==> config.mk <==
export PLATFORM = sky130hd
export DESIGN_NAME = serial_frame_shifter
export DESIGN_NICKNAME = d
export VERILOG_FILES = /design/src/rtl/serial_frame_shifter.sv
export SDC_FILE = /design/constraint.sdc
export NUM_CORES = 1
export LEC_CHECK = 0
export ABC_CLOCK_PERIOD_IN_PS = 1700
export CELL_PAD_IN_SITES_DETAIL_PLACEMENT = 1
export CELL_PAD_IN_SITES_GLOBAL_PLACEMENT = 1
export CORE_MARGIN = 2
export CORE_UTILIZATION = 37
export CTS_BUF_LIST = sky130_fd_sc_hd__clkbuf_16
export DETAILED_ROUTE_END_ITERATION = 7
export PLACE_DENSITY_LB_ADDON = 0.2
export SLEW_MARGIN = 20
export SYNTH_ARGS = -nofsm -noshare
export SYNTH_HDL_FRONTEND = slang
export SYNTH_SLANG_ARGS = --single-unit
==> constraint.sdc <==
create_clock -name clk -period 1.7 [get_ports clk]
set_input_delay 0.34 -clock clk [delete_from_list [all_inputs] [get_ports clk]]
set_output_delay 0.34 -clock clk [all_outputs]
set_load 0.02 [all_outputs]
==> src/rtl/serial_frame_shifter.sv <==
// -----------------------------------------------------------------------------
// serial_frame_shifter
// Parallel-to-serial front end: accepts a DATA_WIDTH word over a load/ready
// handshake and emits it one bit per shift_en strobe on a registered
// serial_out. bit_valid frames the data bits and done pulses once after the
// final bit has been consumed.
//
// Optional feature macro: SERIAL_FRAME_SHIFTER_PARITY_EN
//   defined   -> an even-parity bit is appended (frame = DATA_WIDTH+1 bits)
//   undefined -> frame = DATA_WIDTH bits, no parity state or logic
// -----------------------------------------------------------------------------
module serial_frame_shifter #(
  parameter int   DATA_WIDTH = 8,
  parameter int   MSB_FIRST  = 1,
  parameter logic IDLE_BIT   = 1'b0
) (
  input  logic                  clk,
  input  logic                  rst,
  input  logic [DATA_WIDTH-1:0] par_data,
  input  logic                  load,
  input  logic                  shift_en,
  output logic                  ready,
  output logic                  serial_out,
  output logic                  bit_valid,
  output logic                  done
);

  localparam int CNT_W = $clog2(DATA_WIDTH);
  localparam logic [CNT_W-1:0] LAST_CNT = CNT_W'(DATA_WIDTH - 1);
  localparam logic [CNT_W-1:0] CNT_ONE  = CNT_W'(1);
  localparam logic [CNT_W-1:0] CNT_ZERO = {CNT_W{1'b0}};

  // Encoding 2'b11 (and 2'b10 without parity) is illegal and decodes as IDLE.
  typedef enum logic [1:0] {
    ST_IDLE   = 2'b00,
`ifdef SERIAL_FRAME_SHIFTER_PARITY_EN
    ST_PARITY = 2'b10,
`endif
    ST_SHIFT  = 2'b01
  } state_t;

  state_t                state_q,      state_d;
  logic [DATA_WIDTH-1:0] shreg_q,      shreg_d;
  logic [CNT_W-1:0]      bit_cnt_q,    bit_cnt_d;
  logic                  serial_out_q, serial_out_d;
  logic                  bit_valid_q,  bit_valid_d;
  logic                  done_q,       done_d;
  logic                  ready_s;
`ifdef SERIAL_FRAME_SHIFTER_PARITY_EN
  logic                  parity_q,     parity_d;

  // Even parity: the appended bit makes the total count of ones even.
  function automatic logic even_parity(input logic [DATA_WIDTH-1:0] word);
    return ^word;
  endfunction
`endif

  // Bit presented first from a freshly captured word.
  function automatic logic first_bit(input logic [DATA_WIDTH-1:0] word);
    logic b;
    if (MSB_FIRST != 0) begin
      b = word[DATA_WIDTH-1];
    end else begin
      b = word[0];
    end
    return b;
  endfunction

  // Next-state, datapath and output decode; IDLE doubles as the illegal-state catch-all.
  always_comb begin
    state_d      = state_q;
    shreg_d      = shreg_q;
    bit_cnt_d    = bit_cnt_q;
    serial_out_d = serial_out_q;
    bit_valid_d  = bit_valid_q;
    done_d       = 1'b0;
    ready_s      = 1'b0;
`ifdef SERIAL_FRAME_SHIFTER_PARITY_EN
    parity_d     = parity_q;
`endif
    case (state_q)
      ST_SHIFT: begin
        if (shift_en) begin
          if (bit_cnt_q == LAST_CNT) begin
            bit_cnt_d = CNT_ZERO;
`ifdef SERIAL_FRAME_SHIFTER_PARITY_EN
            state_d      = ST_PARITY;
            serial_out_d = parity_q;
            bit_valid_d  = 1'b1;
`else
            state_d      = ST_IDLE;
            serial_out_d = IDLE_BIT;
            bit_valid_d  = 1'b0;
            done_d       = 1'b1;
`endif
          end else begin
            bit_cnt_d = bit_cnt_q + CNT_ONE;
            // Shift the sent bit out so the next one is always at a fixed index.
            if (MSB_FIRST != 0) begin
              shreg_d      = {shreg_q[DATA_WIDTH-2:0], 1'b0};
              serial_out_d = shreg_q[DATA_WIDTH-2];
            end else begin
              shreg_d      = {1'b0, shreg_q[DATA_WIDTH-1:1]};
              serial_out_d = shreg_q[1];
            end
          end
        end else begin
          state_d = ST_SHIFT;
        end
      end
`ifdef SERIAL_FRAME_SHIFTER_PARITY_EN
      ST_PARITY: begin
        if (shift_en) begin
          state_d      = ST_IDLE;
          serial_out_d = IDLE_BIT;
          bit_valid_d  = 1'b0;
          done_d       = 1'b1;
        end else begin
          state_d = ST_PARITY;
        end
      end
`endif
      default: begin
        ready_s      = 1'b1;
        state_d      = ST_IDLE;
        bit_cnt_d    = CNT_ZERO;
        serial_out_d = IDLE_BIT;
        bit_valid_d  = 1'b0;
        if (load) begin
          shreg_d      = par_data;
          serial_out_d = first_bit(par_data);
          bit_valid_d  = 1'b1;
          state_d      = ST_SHIFT;
`ifdef SERIAL_FRAME_SHIFTER_PARITY_EN
          parity_d     = even_parity(par_data);
`endif
        end else begin
          shreg_d = shreg_q;
        end
      end
    endcase
  end

  // State and datapath registers; rst aborts any frame without a done pulse.
  always_ff @(posedge clk) begin
    if (rst) begin
      state_q      <= ST_IDLE;
      shreg_q      <= {DATA_WIDTH{1'b0}};
      bit_cnt_q    <= CNT_ZERO;
      serial_out_q <= IDLE_BIT;
      bit_valid_q  <= 1'b0;
      done_q       <= 1'b0;
`ifdef SERIAL_FRAME_SHIFTER_PARITY_EN
      parity_q     <= 1'b0;
`endif
    end else begin
      state_q      <= state_d;
      shreg_q      <= shreg_d;
      bit_cnt_q    <= bit_cnt_d;
      serial_out_q <= serial_out_d;
      bit_valid_q  <= bit_valid_d;
      done_q       <= done_d;
`ifdef SERIAL_FRAME_SHIFTER_PARITY_EN
      parity_q     <= parity_d;
`endif
    end
  end

  assign ready      = ready_s;
  assign serial_out = serial_out_q;
  assign bit_valid  = bit_valid_q;
  assign done       = done_q;

endmodule

==> results.toml <==
[synth]
syn_avg_cell_area_um2 = 10.5
ys_seq_area_share_pct = 38.0
synth-adder-area-share_pct = 5.08
syn-num-nets = 85
syn_inst = 70
synthMuxAreaShare_pct = 12.2
synthXorXnorAreaFrac_pct = 0
yosysUniqueCellTypes = 21
synth.cell_area_um2 = 738
synth_top_family_by_area = "simple AND/OR/NAND/NOR gates"
ys_warn_count = 0
synth_compound_area_share_pct = 15.8
yosys.area_share.simple_pct = 20.7
synth_seq_cells = 14

[die]
row_count = 16
ios = 16
die_w_um = 48.7
core_um2 = 1920
start_util_pct = 38.4
dieArea_um2 = 2370
die_h_um = 48.7

[clocking]
clock_latency_ns = 0.24
cts.sinks = 14
cts_tree = "yes"
cts_max_path_buffers = 2
clk_pin_slew_ns = 0.05
cts-resized-gates = 0
numCtsBuffers = 3
root_buffer = "clkbuf_16"
htree_levels = 1
cts_setup_buffers = 0
ctsHoldBuffers = 0

[flow_run]
max-cap-violations = 0

[global_route]
grt_usage_pct = 14.3
grt_overflow_total = 0
antenna_found_initial = 0
grt_pass1_wl_mm = 2.62
grt_pass1_vias = 566
grt_max_degree = 12

[timing]
fin_skew_ns = 0.00325
hold_viol_final = 0
period_minus_slack_ns = 1.56
fin_tns_setup_ns = 0
setup_viol = 0
fin_crit_sh_pct = 91.6
worst_pin_slew_ns = 0.343
fmax_ghz = 0.642
rsz0062_at_grt = "no"
slew_headroom_pct = 77.1
fin_hold_ws_ns = 0.474
drv_slew = 0

[detailed_routing]
drtPass1Iterations = 1
postRouteAntennaNets = 0
routedWlPerCell_um = 13.1
vias = 564
drt_iter0_markers = 0
via_per_inst = 4.90
drc = 0
wirelength_mm = 1.51

[worst_setup_path]
cp_data_arrival_time_ns = 1.72
start_kind = "flop"
critPathMaxFanout = 6
required_ns = 1.86
end_kind = "flop"
path_class = "flop to flop"
r2r_slack_ns = 0.14

[cells_and_area]
fin_nets = 104
final_core_util_pct = 51.2
n_antenna_cell = 0
drive_gt1_share_pct = 25.0
nFillCells = 223
area_growth_syn_to_layout_pct = 33.4

[power_and_ir_drop]
power.leakage_nw = 0.378
irDropWorstVdd_v = 0.000553
power.density_nw_per_um2 = 1000

[status]
status = "finished, final reports clean"

[placed_design]
dpl.hpwl_mm = 1.16
gp_congestion = 0.707
numPortBuffers = 15

[min_path]
hold_path_class = "flop to flop"
where the power goes:
group / internal (mW) / switching [mW]
registers: 0.354 / 0.0167
logic: 0.0918 / 0.0844
clock network: 0.310 / 0.129
cell type report:
class                   instances  area (um^2)  area share, %
clock buffers                   3         75.1           7.62
well taps                      27         33.8           3.43
flip-flops and latches         14          280           28.5
multi-input cells              48          397           40.3
repair buffers                 20          188           19.1
clock inverters                 1         3.75          0.381
inverters                       2         7.51          0.762
worst max-delay path, stage by stage, from the launching register on:
cell and delay (ns):
dfxtp_1 0.33, ha_1 0.22, ha_1 0.21, and3b_1 0.43, nor3_2 0.08, a211oi_2 0.20
flip-flops by register name, indices dropped and copies added (netlist names):
| signal | cells |
|---|---|
| serial_out | 1 |
| shreg_q | 7 |
| bit_valid | 1 |
| done | 1 |
| state_q | 1 |
| bit_cnt_q | 3 |
synth_stat cells:
cell / n / area, um^2
a31oi_1: 1 / 6.26
dfxtp_1: 14 / 280
ha_1: 3 / 37.5
a211oi_2: 6 / 75.1
nor3_2: 6 / 60.1
buf_4: 2 / 15.0
nand3_1: 2 / 10.0
buf_6: 3 / 33.8
nand2_2: 1 / 6.26
nor2b_1: 1 / 6.26
a2111oi_2: 1 / 15.0
inv_1: 2 / 7.51
a21oi_1: 4 / 20.0
nor2_1: 5 / 18.8
nand3b_1: 1 / 7.51
nand2b_1: 3 / 18.8
mux2i_1: 9 / 90.1
buf_2: 1 / 5.00
nand2_1: 3 / 11.3
nor3_1: 1 / 5.00
and3b_1: 1 / 8.76
routing by layer:
metal  up-vias  global-route usage [%]  wire length [um]
met4         0                    7.14                21
met2         9                    22.6               720
met3         2                    3.40                44
met1       267                    18.1               720
li1        286                       -                 -
met5         -                       0                 0
logic make-up (layout without fill, tap and decap cells):
| logic type | after synthesis | in the layout |
|---|---|---|
| mux | 9 | 9 |
| compound gates | 12 | 12 |
| simple gates | 24 | 24 |
| fa+ha+maj | 3 | 3 |
| flops | 14 | 14 |
| buf+inv | 8 | 26 |
placed cells by master, fill, tap and decap left out:
cell type | Yosys | routed
inv_1 | 2 | 2
nor2b_1 | 1 | 1
clkbuf_16 | 0 | 3
nand2_2 | 1 | 1
mux2i_1 | 9 | 9
dfxtp_1 | 14 | 14
buf_4 | 2 | 5
nand3b_1 | 1 | 1
nand2_1 | 3 | 3
a31oi_1 | 1 | 1
nor3_1 | 1 | 1
a21oi_1 | 4 | 4
nand2b_1 | 3 | 3
ha_1 | 3 | 3
nor2_1 | 5 | 5
a2111oi_2 | 1 | 1
and3b_1 | 1 | 1
nor3_2 | 6 | 6
nand3_1 | 2 | 2
a211oi_2 | 6 | 6
clkdlybuf4s50_1 | 0 | 15
clkinv_1 | 0 | 1
final timing paths:
path | from | endpoint | cells past startpoint
min | shreg_q[0] | shreg_q[0] | 2
min reg2reg | shreg_q[0] | shreg_q[0] | 2
max reg2reg | bit_cnt_q[0] | shreg_q[6] | 5
max | bit_cnt_q[0] | shreg_q[6] | 5
metrics by stage:
stage / std cells / total power [mW] / worst slack, ns / area (um^2)
after global routing: 115 / 1.03 / 0.0629 / 985
after CTS: 115 / 0.997 / 0.110 / 985
after global placement: 111 / 0.551 / 0.132 / 906
after detailed placement: 111 / 0.555 / 0.0982 / 906
final: 115 / 0.986 / 0.143 / 985
after floorplan: 70 / 0.499 / 0.383 / 738
Note: power is estimated with default switching activity, not from simulation.
